`src/rtl/load_store_unit_if.sv`:
```
// Request and data-memory bundle between a requester and the load/store unit.
// slave modport: the load/store unit; master modport: the requester plus the memory it owns.
// Signal names keep the unit's point of view (i_* into the unit, o_* out of the unit).
interface load_store_unit_if #(
    parameter int MEM_SIZE = 1024
);
    localparam int AW = $clog2(MEM_SIZE);

    // request side
    logic          i_valid;
    logic          o_ready;
    logic          i_store;
    logic [2:0]    i_funct3;
    logic [31:0]   i_addr;
    logic [31:0]   i_wdata;
    logic          o_done;
    logic          o_err;
    logic [31:0]   o_rdata;

    // data-memory side (read data is combinational from o_mem_addr)
    logic          o_mem_we;
    logic [AW-1:0] o_mem_addr;
    logic [31:0]   o_mem_wdata;
    logic [31:0]   i_mem_rdata;

    modport slave (
        input  i_valid, i_store, i_funct3, i_addr, i_wdata, i_mem_rdata,
        output o_ready, o_done, o_err, o_rdata, o_mem_we, o_mem_addr, o_mem_wdata
    );

    modport master (
        output i_valid, i_store, i_funct3, i_addr, i_wdata, i_mem_rdata,
        input  o_ready, o_done, o_err, o_rdata, o_mem_we, o_mem_addr, o_mem_wdata
    );
endinterface

```
`src/rtl/load_store_unit.sv`:
```
// RV32 load/store unit: one request at a time against a word-wide memory, byte/half via read-modify-write.
// Latency from accept: error 1 cycle, load/SW 2 cycles, SB/SH 3 cycles until the o_done pulse.
// Backpressure: o_ready is high only in IDLE; requests are ignored while one is in flight.
// Ports: i_clk, i_rst_n (synchronous, active-low); lsu (slave modport) carries the request
//        handshake (i_valid/o_ready/o_done/o_err/o_rdata) and the memory port (o_mem_*/i_mem_rdata).
module load_store_unit #(
    parameter int MEM_SIZE = 1024
) (
    input  logic                  i_clk,
    input  logic                  i_rst_n,
    load_store_unit_if.slave      lsu
);
    localparam int AW = $clog2(MEM_SIZE);

    typedef enum logic [1:0] {IDLE, READ, WRITE, DONE} state_t;

    state_t        state_q, state_d;
    logic          store_q;
    logic [2:0]    funct3_q;
    logic [AW+1:0] addr_q;     // only word index and byte offset are needed after accept
    logic [31:0]   wdata_q;
    logic [31:0]   word_q;     // memory word captured in READ
    logic          err_q;

    logic          accept;
    logic          req_err;
    logic          f3_ok;
    logic          misaligned;
    logic          out_of_range;

    assign accept = lsu.i_valid && (state_q == IDLE);

    // request legality, evaluated on the raw inputs at accept time
    always_comb begin
        if (lsu.i_store) begin
            f3_ok = (lsu.i_funct3 == 3'b000) || (lsu.i_funct3 == 3'b001) || (lsu.i_funct3 == 3'b010);
        end else begin
            f3_ok = !((lsu.i_funct3 == 3'b011) || (lsu.i_funct3 == 3'b110) || (lsu.i_funct3 == 3'b111));
        end
        misaligned   = ((lsu.i_funct3[1:0] == 2'b01) && lsu.i_addr[0]) ||
                       ((lsu.i_funct3[1:0] == 2'b10) && (lsu.i_addr[1:0] != 2'b00));
        out_of_range = {2'b00, lsu.i_addr[31:2]} >= 32'(MEM_SIZE);
        req_err      = !f3_ok || misaligned || out_of_range;
    end

    // state register
    always_ff @(posedge i_clk) begin
        if (!i_rst_n) begin
            state_q <= IDLE;
        end else begin
            state_q <= state_d;
        end
    end

    // next-state logic
    always_comb begin
        state_d = state_q;
        case (state_q)
            IDLE: begin
                if (lsu.i_valid) begin
                    if (req_err) begin
                        state_d = DONE;
                    end else if (lsu.i_store && (lsu.i_funct3[1:0] == 2'b10)) begin
                        state_d = WRITE;   // full-word store needs no read
                    end else begin
                        state_d = READ;
                    end
                end
            end
            READ:    state_d = store_q ? WRITE : DONE;
            WRITE:   state_d = DONE;
            DONE:    state_d = IDLE;
            default: state_d = IDLE;
        endcase
    end

    // request fields and captured memory word
    always_ff @(posedge i_clk) begin
        if (!i_rst_n) begin
            store_q  <= 1'b0;
            funct3_q <= 3'b000;
            addr_q   <= '0;
            wdata_q  <= 32'h0;
            word_q   <= 32'h0;
            err_q    <= 1'b0;
        end else begin
            if (accept) begin
                store_q  <= lsu.i_store;
                funct3_q <= lsu.i_funct3;
                addr_q   <= lsu.i_addr[AW+1:0];
                wdata_q  <= lsu.i_wdata;
                err_q    <= req_err;
            end
            if (state_q == READ) begin
                word_q <= lsu.i_mem_rdata;
            end
        end
    end

    // outputs
    logic [4:0]  sh_b;
    logic [4:0]  sh_h;
    logic [31:0] lane_b;
    logic [15:0] lane_h;
    logic [31:0] ld_val;
    logic [31:0] st_word;

    always_comb begin
        sh_b   = {addr_q[1:0], 3'b000};
        sh_h   = {addr_q[1], 4'b0000};
        lane_b = word_q >> sh_b;
        lane_h = addr_q[1] ? word_q[31:16] : word_q[15:0];

        case (funct3_q)
            3'b000:  ld_val = {{24{lane_b[7]}}, lane_b[7:0]};
            3'b001:  ld_val = {{16{lane_h[15]}}, lane_h};
            3'b010:  ld_val = word_q;
            3'b100:  ld_val = {24'h0, lane_b[7:0]};
            3'b101:  ld_val = {16'h0, lane_h};
            default: ld_val = 32'h0;
        endcase

        // sub-word stores splice wdata into the word read in READ
        case (funct3_q[1:0])
            2'b00:   st_word = (word_q & ~(32'h0000_00FF << sh_b)) | ({24'h0, wdata_q[7:0]} << sh_b);
            2'b01:   st_word = (word_q & ~(32'h0000_FFFF << sh_h)) | ({16'h0, wdata_q[15:0]} << sh_h);
            default: st_word = wdata_q;
        endcase

        lsu.o_ready     = (state_q == IDLE);
        lsu.o_done      = (state_q == DONE);
        lsu.o_err       = (state_q == DONE) && err_q;
        lsu.o_rdata     = ((state_q == DONE) && !err_q && !store_q) ? ld_val : 32'h0;
        // reset in WRITE must suppress the write on that same edge
        lsu.o_mem_we    = (state_q == WRITE) && i_rst_n;
        lsu.o_mem_addr  = addr_q[AW+1:2];
        lsu.o_mem_wdata = (state_q == WRITE) ? st_word : 32'h0;
    end
endmodule

```
`src/flat_wrapper.sv`:
```
// flat-port wrapper written by rule: the top's interface ports become plain ports
module load_store_unit_flat 
#(
    parameter int MEM_SIZE = 1024
)
  (i_clk, i_rst_n, lsu_i_valid, lsu_i_store, lsu_i_funct3, lsu_i_addr, lsu_i_wdata, lsu_i_mem_rdata, lsu_o_ready, lsu_o_done, lsu_o_err, lsu_o_rdata, lsu_o_mem_we, lsu_o_mem_addr, lsu_o_mem_wdata);
  load_store_unit_if #(.MEM_SIZE(MEM_SIZE)) lsu_i ();
  input  logic i_clk;
  input  logic i_rst_n;
  input wire logic [$bits(lsu_i.i_valid)-1:0] lsu_i_valid;
  input wire logic [$bits(lsu_i.i_store)-1:0] lsu_i_store;
  input wire logic [$bits(lsu_i.i_funct3)-1:0] lsu_i_funct3;
  input wire logic [$bits(lsu_i.i_addr)-1:0] lsu_i_addr;
  input wire logic [$bits(lsu_i.i_wdata)-1:0] lsu_i_wdata;
  input wire logic [$bits(lsu_i.i_mem_rdata)-1:0] lsu_i_mem_rdata;
  output wire logic [$bits(lsu_i.o_ready)-1:0] lsu_o_ready;
  output wire logic [$bits(lsu_i.o_done)-1:0] lsu_o_done;
  output wire logic [$bits(lsu_i.o_err)-1:0] lsu_o_err;
  output wire logic [$bits(lsu_i.o_rdata)-1:0] lsu_o_rdata;
  output wire logic [$bits(lsu_i.o_mem_we)-1:0] lsu_o_mem_we;
  output wire logic [$bits(lsu_i.o_mem_addr)-1:0] lsu_o_mem_addr;
  output wire logic [$bits(lsu_i.o_mem_wdata)-1:0] lsu_o_mem_wdata;
  assign lsu_i.i_valid = lsu_i_valid;
  assign lsu_i.i_store = lsu_i_store;
  assign lsu_i.i_funct3 = lsu_i_funct3;
  assign lsu_i.i_addr = lsu_i_addr;
  assign lsu_i.i_wdata = lsu_i_wdata;
  assign lsu_i.i_mem_rdata = lsu_i_mem_rdata;
  assign lsu_o_ready = lsu_i.o_ready;
  assign lsu_o_done = lsu_i.o_done;
  assign lsu_o_err = lsu_i.o_err;
  assign lsu_o_rdata = lsu_i.o_rdata;
  assign lsu_o_mem_we = lsu_i.o_mem_we;
  assign lsu_o_mem_addr = lsu_i.o_mem_addr;
  assign lsu_o_mem_wdata = lsu_i.o_mem_wdata;
  load_store_unit #(.MEM_SIZE(MEM_SIZE)) u_core (.i_clk(i_clk), .i_rst_n(i_rst_n), .lsu(lsu_i));
endmodule
```
`config.mk`:
```
export PLATFORM = sky130hd
export DESIGN_NAME = load_store_unit_flat
export DESIGN_NICKNAME = d
export VERILOG_FILES = /design/src/rtl/load_store_unit_if.sv /design/src/rtl/load_store_unit.sv /design/src/flat_wrapper.sv
export SDC_FILE = /design/constraint.sdc
export NUM_CORES = 1
export LEC_CHECK = 0
export BUFFER_PORTS_ARGS = -buffer_cell sky130_fd_sc_hd__buf_2
export CAP_MARGIN = 20
export CORE_ASPECT_RATIO = 1.2
export CORE_MARGIN = 2
export CORE_UTILIZATION = 33
export CTS_CLUSTER_DIAMETER = 60
export CTS_CLUSTER_SIZE = 12
export DETAILED_ROUTE_END_ITERATION = 6
export GPL_TIMING_DRIVEN = 0
export PLACE_DENSITY = 0.59
export SLEW_MARGIN = 20
export SYNTH_ARGS = -nofsm -noshare
export SYNTH_HDL_FRONTEND = slang
export SYNTH_SLANG_ARGS = --single-unit
export TNS_END_PERCENT = 100
```
`constraint.sdc`:
```
create_clock -name i_clk -period 1.7 [get_ports i_clk]
set_input_delay 0.255 -clock i_clk [delete_from_list [all_inputs] [get_ports i_clk]]
set_output_delay 0.255 -clock i_clk [all_outputs]
set_load 0.02 [all_outputs]
```
Word level (Yosys, flattened, before mapping)
Cells that the tools add are included.
- flip-flop bits (word level): 83
- bits of input ports: 103
- output and inout port bits: 78
- $lt $le $gt $ge: 1
- eq/ne operators: 16
- shifts and indexed selects: 5
- muxes and demuxes: 11
- bitwise gates (word level): 6
- reduce and logical (&&, ||, !) cells: 24
- operators by type and width (kind ; count):
    32-bit case mux with 5 select lines ; 1
    32-bit AND ; 2
    32-bit two-way mux ; 2
    32-bit NOT ; 2
    32-bit OR ; 2
    32-bit case mux with 2 select lines ; 1
    16-bit by 5-bit << shifter with 32-bit output ; 1
    16-bit by 5-bit << shifter with 32-bit output, first input constant ; 1
    8-bit by 5-bit << shifter with 32-bit output ; 1
    8-bit by 5-bit << shifter with 32-bit output, first input constant ; 1
    32-bit by 5-bit >> shifter with 8-bit output ; 1
    30-bit by 11-bit >= comparator with 1-bit output, second input constant ; 1
    16-bit two-way mux ; 1
    3-bit equality test, second input constant ; 4
    3-bit by 2-bit equality test with 1-bit output, second input constant ; 3
    1-bit logical AND ; 8
    2-bit case mux with 4 select lines ; 1
    1-bit logical OR ; 7
    2-bit by 1-bit equality test with 1-bit output, second input constant ; 3
    2-bit equality test, second input constant ; 3
    3-bit by 1-bit equality test with 1-bit output, second input constant ; 2
    3-bit logical NOT ; 2
    2-bit two-way mux ; 3
    1-bit logical NOT ; 4
    other kinds (4) ; 6

Logic depth before layout (Yosys ltp)
- word-level depth: 11
- depth in mapped cells: 7

Worst setup path before layout
OpenSTA, ideal clock, no wires.
- path type: reg2out
- from: register u_core.state_q[1]
- to: output lsu_o_rdata[21]
- arrival: 1.729 ns
- setup slack: -0.284 ns
- stages on the path, launching flop included: 7
- path buffers: 2
- path through: dfxtp_1 -> ha_1 -> nand3_1 -> or2_2 -> clkbuf_1 -> buf_2 -> a21oi_1
- cells in the longest elaborated chain, start to end: 4
- ends and longest elaborated chain (what ; RTL line ; source):
    start: declaration ; load_store_unit.sv:17 ; state_t state_q, state_d;
    start signal: assignment ; load_store_unit.sv:51 ; state_q <= state_d;
    2-bit equality test ; - ;
    via lsu_o_done ; flat_wrapper.sv:17 ; output wire logic [$bits(lsu_i.o_done)-1:0] lsu_o_done;
    1-bit logical AND (2 in a row) ; load_store_unit.sv:133 ; lsu.o_rdata = ((state_q == DONE) && !err_q && !store_q) ? ld_val : 32'h0;
    32-bit two-way mux ; load_store_unit.sv:133 ;
    end: declaration ; flat_wrapper.sv:19 ; output wire logic [$bits(lsu_i.o_rdata)-1:0] lsu_o_rdata;
The timed path passes the listed nets, and every way through them passes these cells.

Worst setup path in the final report
- from: register u_core.funct3_q[0]
- to: output lsu_o_rdata[5]
- cells in the longest elaborated chain, start to end: 3
- ends and longest elaborated chain (what ; RTL line ; source):
    start: declaration ; load_store_unit.sv:19 ; logic [2:0] funct3_q;
    start signal: assignment ; load_store_unit.sv:89 ; funct3_q <= lsu.i_funct3;
    3-bit equality test (tied with other cells) ; load_store_unit.sv:114 ; case (funct3_q)
    32-bit case mux with 5 select lines * ; load_store_unit.sv:114 ;
    32-bit two-way mux * ; load_store_unit.sv:133 ;
Every way passes the cells marked *; elsewhere a longest branch is shown, timed or not.

==> metrics.cfg <==
[sta]
fin_ws_ns=-0.594
hold_slack_ns=0.147
finalHoldViolCount=0
timing.setup.tns_ns=-30.35
slew_viol_final=0
worstMarginPinSlew_ns=0.510
final-setup-viol-count=64
fin_skew_ns=0.00439
rsz0062_at_grt=true
period_share=1.35
relSlewSlack=0.660
fin_crit_ns=2.29
fmax_mhz=436

[critical_path]
arrival_ns=2.04
end_kind=output port
cp_max_fo=8
r2r-start=u_core.state_q[1]$_SDFFE_PN0P_
critPathLaunch=u_core.funct3_q[0]$_SDFFE_PN0P_
timing.rr.end=u_core.word_q[30]$_SDFFE_PN0N_
r2r_cells=5
rrSetupSlack_ns=0.11
crit_required_ns=1.44
crit_type=reg2out
crit_path_end=lsu_o_rdata[5]
startpoint_type=flip-flop

[die]
dieHeight_um=138
floorplan.initialDensity=0.339
core_area_um2=14500
chipWidth_um=115
dieArea_um2=15900
row_count=48
io_pins=181

[drt]
num_vias=5190
initialDrtViolationCount=309
wire_per_inst_um=18.6
drc_errors=0
wl_um=18900
postRouteAntennaNets=0
drtPass1Iterations=4
vias_per_cell=5.11

[clocking]
cts_tree=yes
cts_buffer_depth=2
clk_latency_ns=0.35
htree_num_levels=3
cts.sinks=83
clockRootBuffer=clkbuf_16
path_clk_slew_ns=0.06
cts_buffers=9

[grt]
grt_pass1_wl_um=27900
grtUsageMet3=0.0396
use_met1=0.281
overflow=0
grt_pass1_vias=5174
groute.usage.overall=0.233
antenna_found_initial=0
gr-usage-met2=0.407
busiest_layer=met2
grt_max_degree=20

[yosys]
synth.area.top_cells=dfxtp_1 (34%), mux2i_1 (10%), nand2_1 (9.1%), a21boi_0 (7.5%), nor2b_1 (5.7%)
synth_edf_count=0
synthCells=589
yosys_most_used_dff=dfxtp_1
yosysSeqAreaShare=0.338
syn_area_per_cell_um2=8.34
ys_warn_count=0
synthArstFlopShare=0
yosysTopAreaCellShare=0.338
synth_seq_cells=83
synth_fp_nets=696
synth_top_area_cell=dfxtp_1
ys_types=47
syn-cell-area_um2=4910

[status]
violations=setup timing
status=complete, but fails checks

[layout]
diodes=0
design_area_um2=7710
syn2layout_area_growth_pct=56.9
drive_gt1_frac=0.469
fin_nets=919
fill_cells=1325
final_cell_mix=buf_2 (134), nand2_1 (109), dfxtp_1 (75)
seqCellArea_um2=1680
final_common_cell=buf_2
multi_input_area_um2=3440

[placement]
place_area_um2=6250
place_congestion=0.891
port_buffers=179
dp_slack_ns=-0.542
hpwl_um=14400

[pwr]
power_mw=10.2
p_leak_nw=3.14
powerDensity_nw_per_um2=1320
ir_drop_v=0.000491

[flow_run]
max_cap_violations=0

[hold_path]
hp-class=in2reg

power by group:
part	switching [mW]	leakage, nW	total (mW)	internal (mW)
registers	0.677	0.684	3.09	2.41
logic	2.64	2.30	5.02	2.39
clock network	0.810	0.152	2.09	1.28
kinds of logic (layout without fill, tap and decap cells):
logic type | count (synthesis) | after routing | synth area share
buffers and inverters | 66 | 293 | 0.0685
adders and majority gates | 4 | 4 | 0.0102
DFF | 83 | 83 | 0.338
and+or+nand+nor | 215 | 215 | 0.203
muxes | 60 | 60 | 0.147
AOI/OAI and AO/OA | 161 | 161 | 0.233
layer usage:
layer	share of wire	up-vias
li1	-	2509
met3	0.058	28
met2	0.50	190
met4	0.029	0
met5	0	-
met1	0.41	2463
flip-flops by register name, indices dropped and copies added (netlist names):
name	cells
u_core.wdata_q	32
u_core.funct3_q	3
u_core.addr_q	12
u_core.word_q	32
u_core.state_q	2
u_core.err_q	1
u_core.store_q	1
worst min-delay path by stage:
| stage | startpoint | slack (ns) | cells after the start | endpoint |
|---|---|---|---|---|
| 4_1_cts | lsu_i_wdata[0] | 0.14 | 3 | u_core.wdata_q[0]$_SDFFE_PN0P_ |
| 2_1_floorplan | lsu_i_wdata[20] | 0.40 | 2 | u_core.wdata_q[20]$_SDFFE_PN0P_ |
| 3_5_place_dp | u_core.wdata_q[26]$_SDFFE_PN0P_ | 0.45 | 2 | u_core.wdata_q[26]$_SDFFE_PN0P_ |
| 6_report | lsu_i_addr[11] | 0.15 | 3 | u_core.addr_q[11]$_SDFFE_PN0P_ |
| 3_3_place_gp | u_core.wdata_q[31]$_SDFFE_PN0P_ | 0.45 | 2 | u_core.wdata_q[31]$_SDFFE_PN0P_ |
| 5_1_grt | lsu_i_wdata[29] | 0.15 | 3 | u_core.wdata_q[29]$_SDFFE_PN0P_ |
critical path: stages, from the launching register on:
cell and delay [ns]:
dfxtp_2 0.34, buf_8 0.13, nor2b_4 0.10, buf_6 0.13, buf_8 0.11, mux4_2 0.48
a22o_1 0.24, buf_6 0.14
stage by stage:
step | util | instances
3_5_place_dp | 0.432 | 968
6_report | 0.533 | 1016
3_3_place_gp | 0.432 | 968
5_1_grt | 0.533 | 1016
2_1_floorplan | - | 589
4_1_cts | 0.510 | 1009
repair_timing:
action | 4_1_cts | 5_1_grt
setup buffers | 30 | 8
resized for setup | 165 | 82
setup endpoints to repair | 145 | 114
pin swaps | 29 | 19
cloned | 4 | 1
hold buffers | 0 | 0
synthesized netlist by cell type (3+ instances only):
library cell,number
o22ai_1,3
a22oi_1,13
dfxtp_1,83
nor2_1,28
nor2b_1,45
a21boi_0,49
a22o_1,19
buf_4,11
and2_1,3
ha_1,4
a211oi_1,8
nand2_1,119
mux4_1,5
inv_1,5
clkbuf_1,36
a21oi_1,29
nor4_1,6
mux2i_1,51
buf_2,9
a221oi_1,10
mux4_2,3
o21a_1,6
o21ai_0,15
area by class of cell:
class                      count  share of cell area
multi-input combinational    440               0.447
sequential                    83               0.218
timing repair buffer         222               0.205
buffer                        51              0.0544
tap                          200              0.0325
clock buffer                  10              0.0297
clock inverter                 5              0.0102
inverter                       5             0.00292
Note: power is estimated with default switching activity, not from simulation.
